**src/rtl/mac_rx_sync_fifo.sv**
```systemverilog
// rtl/mac_rx_sync_fifo.sv - single-clock receive FIFO with level, thresholds, sticky errors and flush
module mac_rx_sync_fifo #(
    parameter int DATA_WIDTH = 2,
    parameter int ADDR_SIZE  = 8,
    parameter int AFULL_TH   = 250,
    parameter int AEMPTY_TH  = 4
) (
    input  logic                  clk,
    input  logic                  rst,
    input  logic                  I_flush,
    input  logic                  I_clr_err,
    input  logic                  IEN_wr,
    input  logic [DATA_WIDTH-1:0] I_data,
    input  logic                  IEN_rd,
    output logic [DATA_WIDTH-1:0] O_data,
    output logic                  O_valid,
    output logic                  OFIFO_full,
    output logic                  OFIFO_empty,
    output logic                  OFIFO_afull,
    output logic                  OFIFO_aempty,
    output logic [ADDR_SIZE:0]    O_level,
    output logic                  O_overflow,
    output logic                  O_underflow
);

    localparam int                 DEPTH     = 1 << ADDR_SIZE;
    localparam int                 LW        = ADDR_SIZE + 1;
    localparam logic [ADDR_SIZE:0] LVL_FULL  = LW'(DEPTH);
    localparam logic [ADDR_SIZE:0] LVL_AFULL = LW'(AFULL_TH);
    localparam logic [ADDR_SIZE:0] LVL_AEMPT = LW'(AEMPTY_TH);

    logic [DATA_WIDTH-1:0] mem [DEPTH];
    logic [ADDR_SIZE-1:0]  wr_ptr;
    logic [ADDR_SIZE-1:0]  rd_ptr;

    logic rd_acc;
    logic wr_acc;
    logic rd_en;
    logic wr_en;
    logic ovf_set;
    logic unf_set;

    assign OFIFO_full   = (O_level == LVL_FULL);
    assign OFIFO_empty  = (O_level == '0);
    assign OFIFO_afull  = (O_level >= LVL_AFULL);
    assign OFIFO_aempty = (O_level <= LVL_AEMPT);

    // A full FIFO still takes a write when a read frees a slot in the same cycle.
    assign rd_acc = IEN_rd & ~OFIFO_empty;
    assign wr_acc = IEN_wr & (~OFIFO_full | rd_acc);

    // Flush cancels both requests and leaves the error flags alone.
    assign rd_en   = rd_acc & ~I_flush;
    assign wr_en   = wr_acc & ~I_flush;
    assign ovf_set = IEN_wr & ~wr_acc & ~I_flush;
    assign unf_set = IEN_rd & OFIFO_empty & ~I_flush;

    always_ff @(posedge clk) begin
        if (!rst && wr_en) begin
            mem[wr_ptr] <= I_data;
        end
    end

    always_ff @(posedge clk) begin
        if (rst) begin
            wr_ptr      <= '0;
            rd_ptr      <= '0;
            O_level     <= '0;
            O_data      <= '0;
            O_valid     <= 1'b0;
            O_overflow  <= 1'b0;
            O_underflow <= 1'b0;
        end else if (I_flush) begin
            wr_ptr  <= '0;
            rd_ptr  <= '0;
            O_level <= '0;
            O_valid <= 1'b0;
        end else begin
            O_valid <= rd_en;
            if (rd_en) begin
                O_data <= mem[rd_ptr];
                rd_ptr <= rd_ptr + 1'b1;
            end
            if (wr_en) begin
                wr_ptr <= wr_ptr + 1'b1;
            end
            O_level <= O_level + LW'(wr_en) - LW'(rd_en);

            if (ovf_set) begin
                O_overflow <= 1'b1;
            end else if (I_clr_err) begin
                O_overflow <= 1'b0;
            end

            if (unf_set) begin
                O_underflow <= 1'b1;
            end else if (I_clr_err) begin
                O_underflow <= 1'b0;
            end
        end
    end

endmodule

```
**config.mk**
```make
export PLATFORM = sky130hd
export DESIGN_NAME = mac_rx_sync_fifo
export DESIGN_NICKNAME = d
export VERILOG_FILES = /design/src/rtl/mac_rx_sync_fifo.sv
export SDC_FILE = /design/constraint.sdc
export NUM_CORES = 1
export LEC_CHECK = 0
export ABC_CLOCK_PERIOD_IN_PS = 4870
export CORE_MARGIN = 4
export CORE_UTILIZATION = 60
export DETAILED_ROUTE_END_ITERATION = 12
export PLACE_DENSITY = 0.77
export SLEW_MARGIN = 10
export SYNTH_ARGS = -nofsm -noshare
export SYNTH_HDL_FRONTEND = slang
export SYNTH_SLANG_ARGS = --single-unit
```
**constraint.sdc**
```tcl
create_clock -name clk -period 4.87 [get_ports clk]
set_clock_uncertainty 0.15 [all_clocks]
set_input_delay 1.2175 -clock clk [delete_from_list [all_inputs] [get_ports clk]]
set_output_delay 1.2175 -clock clk [all_outputs]
set_load 0.005 [all_outputs]
```
==> run metrics, run 1 <==
Slew Limit Headroom 13.1%; first-pass GRT wire length 82.9 mm; Row Count slightly above 70; final worst slack about 0.91 ns; worst hold slack approximately 0.38 ns; largest cells by area after synthesis edfxtp_1 (67%), mux4_2 (9.6%), nor2_1 (4.8%); Arr. time, crit path 4.27 ns; Finished Layout Cells 1993; cell total after placement between 1500 and 2000; most common cell after layout, fill and taps aside edfxtp_1; slowest CP cell clkdlybuf4s50_1; routability cong. roughly 0.88; starting DRC count in detailed routing 1994; dpl ws approximately 0.37 ns; setup TNS 0 ns; Unique masters post-synth between 60 and 70; root buffer cell clkbuf_16; CTS tree built; worst path bufs/invs 5; CP delay by family, top buffers and inverters; kind of critical path primary input to flop; commonest non-fill, non-tap cells in the layout edfxtp_1 (512), nor2_1 (291), mux4_2 (97); WL final between 50 and 60 mm; top cell type's share of synthesized area approximately two thirds; final worst path period share approximately 81%; Setup-failing EPs final 0; minimum clock period 3.96 ns; Chip Width about 200 um; final hold violation count 0; yosys warns 0; crit start category primary input; post-synth top area cell edfxtp_1; Setup Buffers After CTS 0; Crit Reg-Reg Endpoint O_level[8]; worst-margin pin slew roughly 1.3 ns; Detail Route Antenna Nets 0; RSZ-0062 raised after global routing false; Net Sw Frac between 20% and 30%; crit-path max FO 9; leakage power between 7 and 8 nW; Wirelength per Cell about 27 um; die area 41300 um2; worst skew pair latency between 0.5 and 0.6 ns; min-delay src O_overflow; pwr/cell area approximately 390 nW/um2; Seq pwr share a little over half; Layout Nets ~1500; largest net degree at the start of global routing ~130; core area between 30000 and 40000 um2; Gate power share around 8.6%; Starting Density 60.8%; Primary FF master, synth edfxtp_1; PostCTS Resize Cnt 0; Critical Path RT slightly above 5 ns; IO Count 26; Syn Area/Cell 16.2 um2; fraction of layout instances using a drive strength above 1 around 16%; Max IR drop VDD about 260 uV; DRC viols 0; Final Max Slew Viols 0; DRT Pass-1 Iters 5; cts hold-fix bufs 0; total of max-cap violations 0; Post-Synthesis Cell Area between 20000 and 25000 um2; synthesis-to-finish area growth 10.5%; Worst setup EP type flop; syn_nets about 1400; WHS Endpoint O_overflow; register area share after synthesis between 60% and 70%; Psw roughly 0.0022 W; worst hold-check path type flop to flop; R2R setup slack 1.17 ns; overall global routing resource usage a little over a quarter; Die Y between 200 and 250 um; vias around 13000; FF-to-FF path depth 18; CTS sink cnt approximately 540; Worst Hold Depth 2; Critical Path Max Stage Delay between 0.5 and 0.6 ns; worst r2r src O_level[6]; vias in the first global route about 13000; CTS max path bufs 3; CTS buffer count 52; Clk pwr share around two fifths; crit path cell chain clkdlybuf4s50_1 -> inv_1 -> or3_1 -> inv_2 -> ha_1 -> inv_1 -> ha_1 -> inv_1 -> fa_1 -> o21bai_1 -> a21oi_1 -> o21bai_1 -> a21oi_1 -> o21bai_1 -> a21oi_1 -> mux2i_1; I/O Buffers 25; diode count 0; Worst-path clk slew approximately 0.060 ns; vias per cell 6.53; Synth async-reset ratio 0%; Fmax between 200 and 300 MHz; P_int between 0.007 and 0.008 W; number of flops mapped to enable cells by yosys between 500 and 600; H-tree depth 2; initial antenna violation count 0; flops & latches, synth between 500 and 600; GRT overflow 0; fill cell count approximately 2500; cell count after synthesis around 1400; DP HPWL around 32 mm; outcome completed
[area by class of cell]
class | count | area [um2] | area share [%]
tap | 511 | 639 | 2.53
clock buffer | 73 | 1400 | 5.54
multi-input combinational | 752 | 6310 | 25.0
timing repair buffer | 68 | 626 | 2.48
inverter | 25 | 93.8 | 0.372
clock inverter | 22 | 196 | 0.778
sequential | 542 | 16000 | 63.3
[power by group through the flow]
stage               Sequential [W]  Combinational [W]  Clock, W
floorplan                  0.00525           0.000600         0
global placement           0.00528           0.000829         0
detailed placement         0.00528           0.000846         0
CTS                        0.00519           0.000851   0.00388
global route               0.00519           0.000929   0.00407
finish                     0.00518           0.000850   0.00384
[layer usage]
layer | wire length (um) | vias up | global-route usage [%]
li1 | - | 5484 | -
met1 | 20400 | 6585 | 38.3
met2 | 26000 | 809 | 42.1
met3 | 6300 | 132 | 6.19
met4 | 1850 | 0 | 8.53
met5 | 0 | - | 0
[worst min-delay path, stage by stage (launching register included)]
cell     delay, ns
dfxtp_1       0.34
a32oi_1       0.07
nor2_1        0.08
[cells in the mapped netlist (3+ instances only)]
cell type and number:
a211oi_1 7, a21oi_1 28, a221oi_1 4, a22oi_1 12
a31oi_1 5, a32oi_1 3, and2_1 6, and3_1 6
buf_12 3, buf_2 19, buf_4 4, buf_6 8
clkbuf_1 51, dfxtp_1 30, edfxtp_1 512, ha_1 29
inv_1 22, mux2_2 5, mux2i_1 43, mux4_1 21
mux4_2 97, nand2_1 69, nand3_1 17, nand4_1 4
nor2_1 291, nor2b_1 10, nor3_1 8, nor4_1 3
o211ai_1 3, o21ai_0 16, o21bai_1 5, o221ai_1 5
o22ai_1 4, o31ai_1 3, or3_1 5, xnor2_1 10
xor2_1 6
[logic make-up (layout without fill, tap and decap cells)]
group	count (synthesis)	count (layout)	share of synthesized area, %
buffers and inverters	113	188	2.57
adders and majority gates	30	30	1.68
xor gates and xnor gates	16	16	0.613
AOI/OAI and AO/OA	112	112	3.41
muxes	166	166	14.1
and+or+nand+nor	428	428	7.69
DFF	542	542	69.9
[through the flow]
stage	total power, W	utilization (%)	area (um2)
3_3_place_gp	0.00611	62.9	23700
2_1_floorplan	0.00585	-	22800
3_5_place_dp	0.00613	62.9	23700
5_1_grt	0.0102	67.2	25300
4_1_cts	0.00991	67.2	25300
6_report	0.00987	67.2	25300
[how the worst max path moves through the flow]
stage	to	startpoint	slack [ns]	cells past startpoint
after floorplan	O_level[8]	IEN_rd	0.90	14
after global placement	O_level[8]	IEN_rd	0.42	16
after detailed placement	O_level[8]	IEN_rd	0.37	16
after CTS	O_level[8]	IEN_rd	0.96	16
after global routing	O_level[8]	IEN_rd	0.67	16
final	O_level[8]	IEN_rd	0.91	16
[flip-flops by register name, indices dropped and copies added, names as in the netlist]
| register | flops |
|---|---|
| O_data | 2 |
| O_level | 9 |
| O_overflow | 1 |
| O_underflow | 1 |
| O_valid | 1 |
| mem | 512 |
| rd_ptr | 8 |
| wr_ptr | 8 |
(Power assumes the default switching activity.)
==> run 2: changes to the inputs <==
--- a/config.mk
+++ b/config.mk
@@ -5,11 +5,11 @@
 export SDC_FILE = /design/constraint.sdc
 export NUM_CORES = 1
 export LEC_CHECK = 0
-export ABC_CLOCK_PERIOD_IN_PS = 4870
+export ABC_CLOCK_PERIOD_IN_PS = 3350
 export CORE_MARGIN = 4
-export CORE_UTILIZATION = 60
+export CORE_UTILIZATION = 57
 export DETAILED_ROUTE_END_ITERATION = 12
-export PLACE_DENSITY = 0.77
+export PLACE_DENSITY = 0.76
 export SLEW_MARGIN = 10
 export SYNTH_ARGS = -nofsm -noshare
 export SYNTH_HDL_FRONTEND = slang
==> constraint.sdc (replaced) <==
create_clock -name clk -period 3.35 [get_ports clk]
set_clock_uncertainty 0.15 [all_clocks]
set_input_delay 0.8375 -clock clk [delete_from_list [all_inputs] [get_ports clk]]
set_output_delay 0.8375 -clock clk [all_outputs]
set_load 0.005 [all_outputs]
==> run metrics, run 2 (synthesis gave the netlist of run 1 again) <==
outcome completed; Setup-failing EPs final 0; commonest non-fill, non-tap cells in the layout edfxtp_1 (512), nor2_1 (291), mux4_2 (97); fraction of layout instances using a drive strength above 1 between 10% and 20%; WL final about 54 mm; GRT overflow 0; CP delay by family, top compound AO/OA/AOI/OAI gates; worst path bufs/invs 5; final hold violation count 0; leakage power 8.07 nW; diode count 0; Critical Path RT ~3.7 ns; kind of critical path primary input to flop; routability cong. between 0.9 and 1; CTS sink cnt between 500 and 600; DP HPWL between 30 and 40 mm; synthesis-to-finish area growth 13.7%; vias 13100; initial antenna violation count 0; CTS buffer count between 50 and 60; Row Count 73; Final Max Slew Viols 0; crit path cell chain clkdlybuf4s50_1 -> inv_1 -> or3_4 -> inv_4 -> ha_1 -> inv_1 -> ha_2 -> inv_1 -> fa_2 -> o21bai_1 -> a21oi_2 -> o21bai_1 -> a21oi_2 -> o21bai_1 -> a21oi_1 -> mux2i_1; DRC viols 0; setup TNS 0 ns; Detail Route Antenna Nets 0; Worst setup EP type flop; Top reg by flops mem; IO Count 26; Chip Width 208 um; crit-path max FO 2; crit start category primary input; largest registers mem: 512 flops, O_level: 9 flops; Wirelength per Cell roughly 26 um; DRT Pass-1 Iters 5; max reg flops approximately 510; core area ~40000 um2; H-tree depth 2; slowest CP cell clkdlybuf4s50_1; RSZ-0062 raised after global routing true; minimum clock period around 3.3 ns; total of max-cap violations 0; Critical Path Max Stage Delay 0.48 ns; Die Y 208 um; most common cell after layout, fill and taps aside edfxtp_1; die area about 43000 um2; worst hold-check path type flop to flop; overall global routing resource usage roughly a quarter; Fmax slightly above 300 MHz; worst-margin pin slew 1.04 ns; worst hold slack 0.357 ns; first-pass GRT wire length roughly 83 mm; vias per cell ~6.3; CTS max path bufs 3; vias in the first global route 13300; pwr/cell area 571 nW/um2; I/O Buffers 25; Max IR drop VDD slightly above 400 uV; worst skew pair latency 0.59 ns; CTS tree built; Arr. time, crit path ~3.7 ns; largest net degree at the start of global routing 90; Layout Nets about 1500; starting DRC count in detailed routing 1785; cts hold-fix bufs 0; Worst-path clk slew 0.06 ns; Starting Density 57.6%; root buffer cell clkbuf_16; final worst path period share between 90% and 100%; Slew Limit Headroom a little under a third
## run 2: routing by layer
layer	vias up	global-route usage, %	wire (um)
met3	129	4.45	5040
met1	6697	34.9	20300
met2	675	40.9	27000
met5	-	0	0
li1	5596	-	-
met4	0	9.38	2000
## run 2: report_power, final
group | total, W | internal, W | switching (W)
clock network | 0.00580 | 0.00333 | 0.00246
registers | 0.00750 | 0.00744 | 0.0000571
logic | 0.00152 | 0.000788 | 0.000730
## run 2: per-stage QoR
stage	utilization (%)	instance area, um2	cells	power [W]	setup WS [ns]
after floorplan	-	22900	1407	0.00852	0.00342
after global placement	61.1	24200	1967	0.00909	-0.488
after detailed placement	61.1	24200	1967	0.00912	-0.511
after CTS	65.4	25900	2066	0.0148	0.00936
after global routing	65.5	26000	2068	0.0153	-0.0936
final	65.5	26000	2068	0.0148	0.0511
## run 2: cell type report
type | count | area, um2
multi-input cells | 752 | 6330
flip-flops and latches | 542 | 16000
clock buffers | 70 | 1480
well taps | 525 | 657
repair buffers | 125 | 1200
inverters | 25 | 96.3
fillers | 2679 | 13700
clock inverters | 29 | 208
## run 2: worst paths after layout
kind                                   from          end  slack (ns)  cells past startpoint
worst max-delay path                 IEN_rd   O_level[8]        0.05                     16
worst min register to register  O_underflow  O_underflow        0.36                      2
worst min-delay path            O_underflow  O_underflow        0.36                      2
worst max register to register   O_level[6]   O_level[8]        0.07                     18
## run 2: timing repair
action | 4_1_cts | 5_1_grt
gates resized for setup | 0 | 10
endpoints found under the setup margin | 0 | 4
buffers inserted | 0 | 2
## run 2: tightest hold or removal path, cell delays in order, from the launching register on
cell and delay, ns:
dfxtp_1 0.33, a32oi_1 0.07, nor2_1 0.07
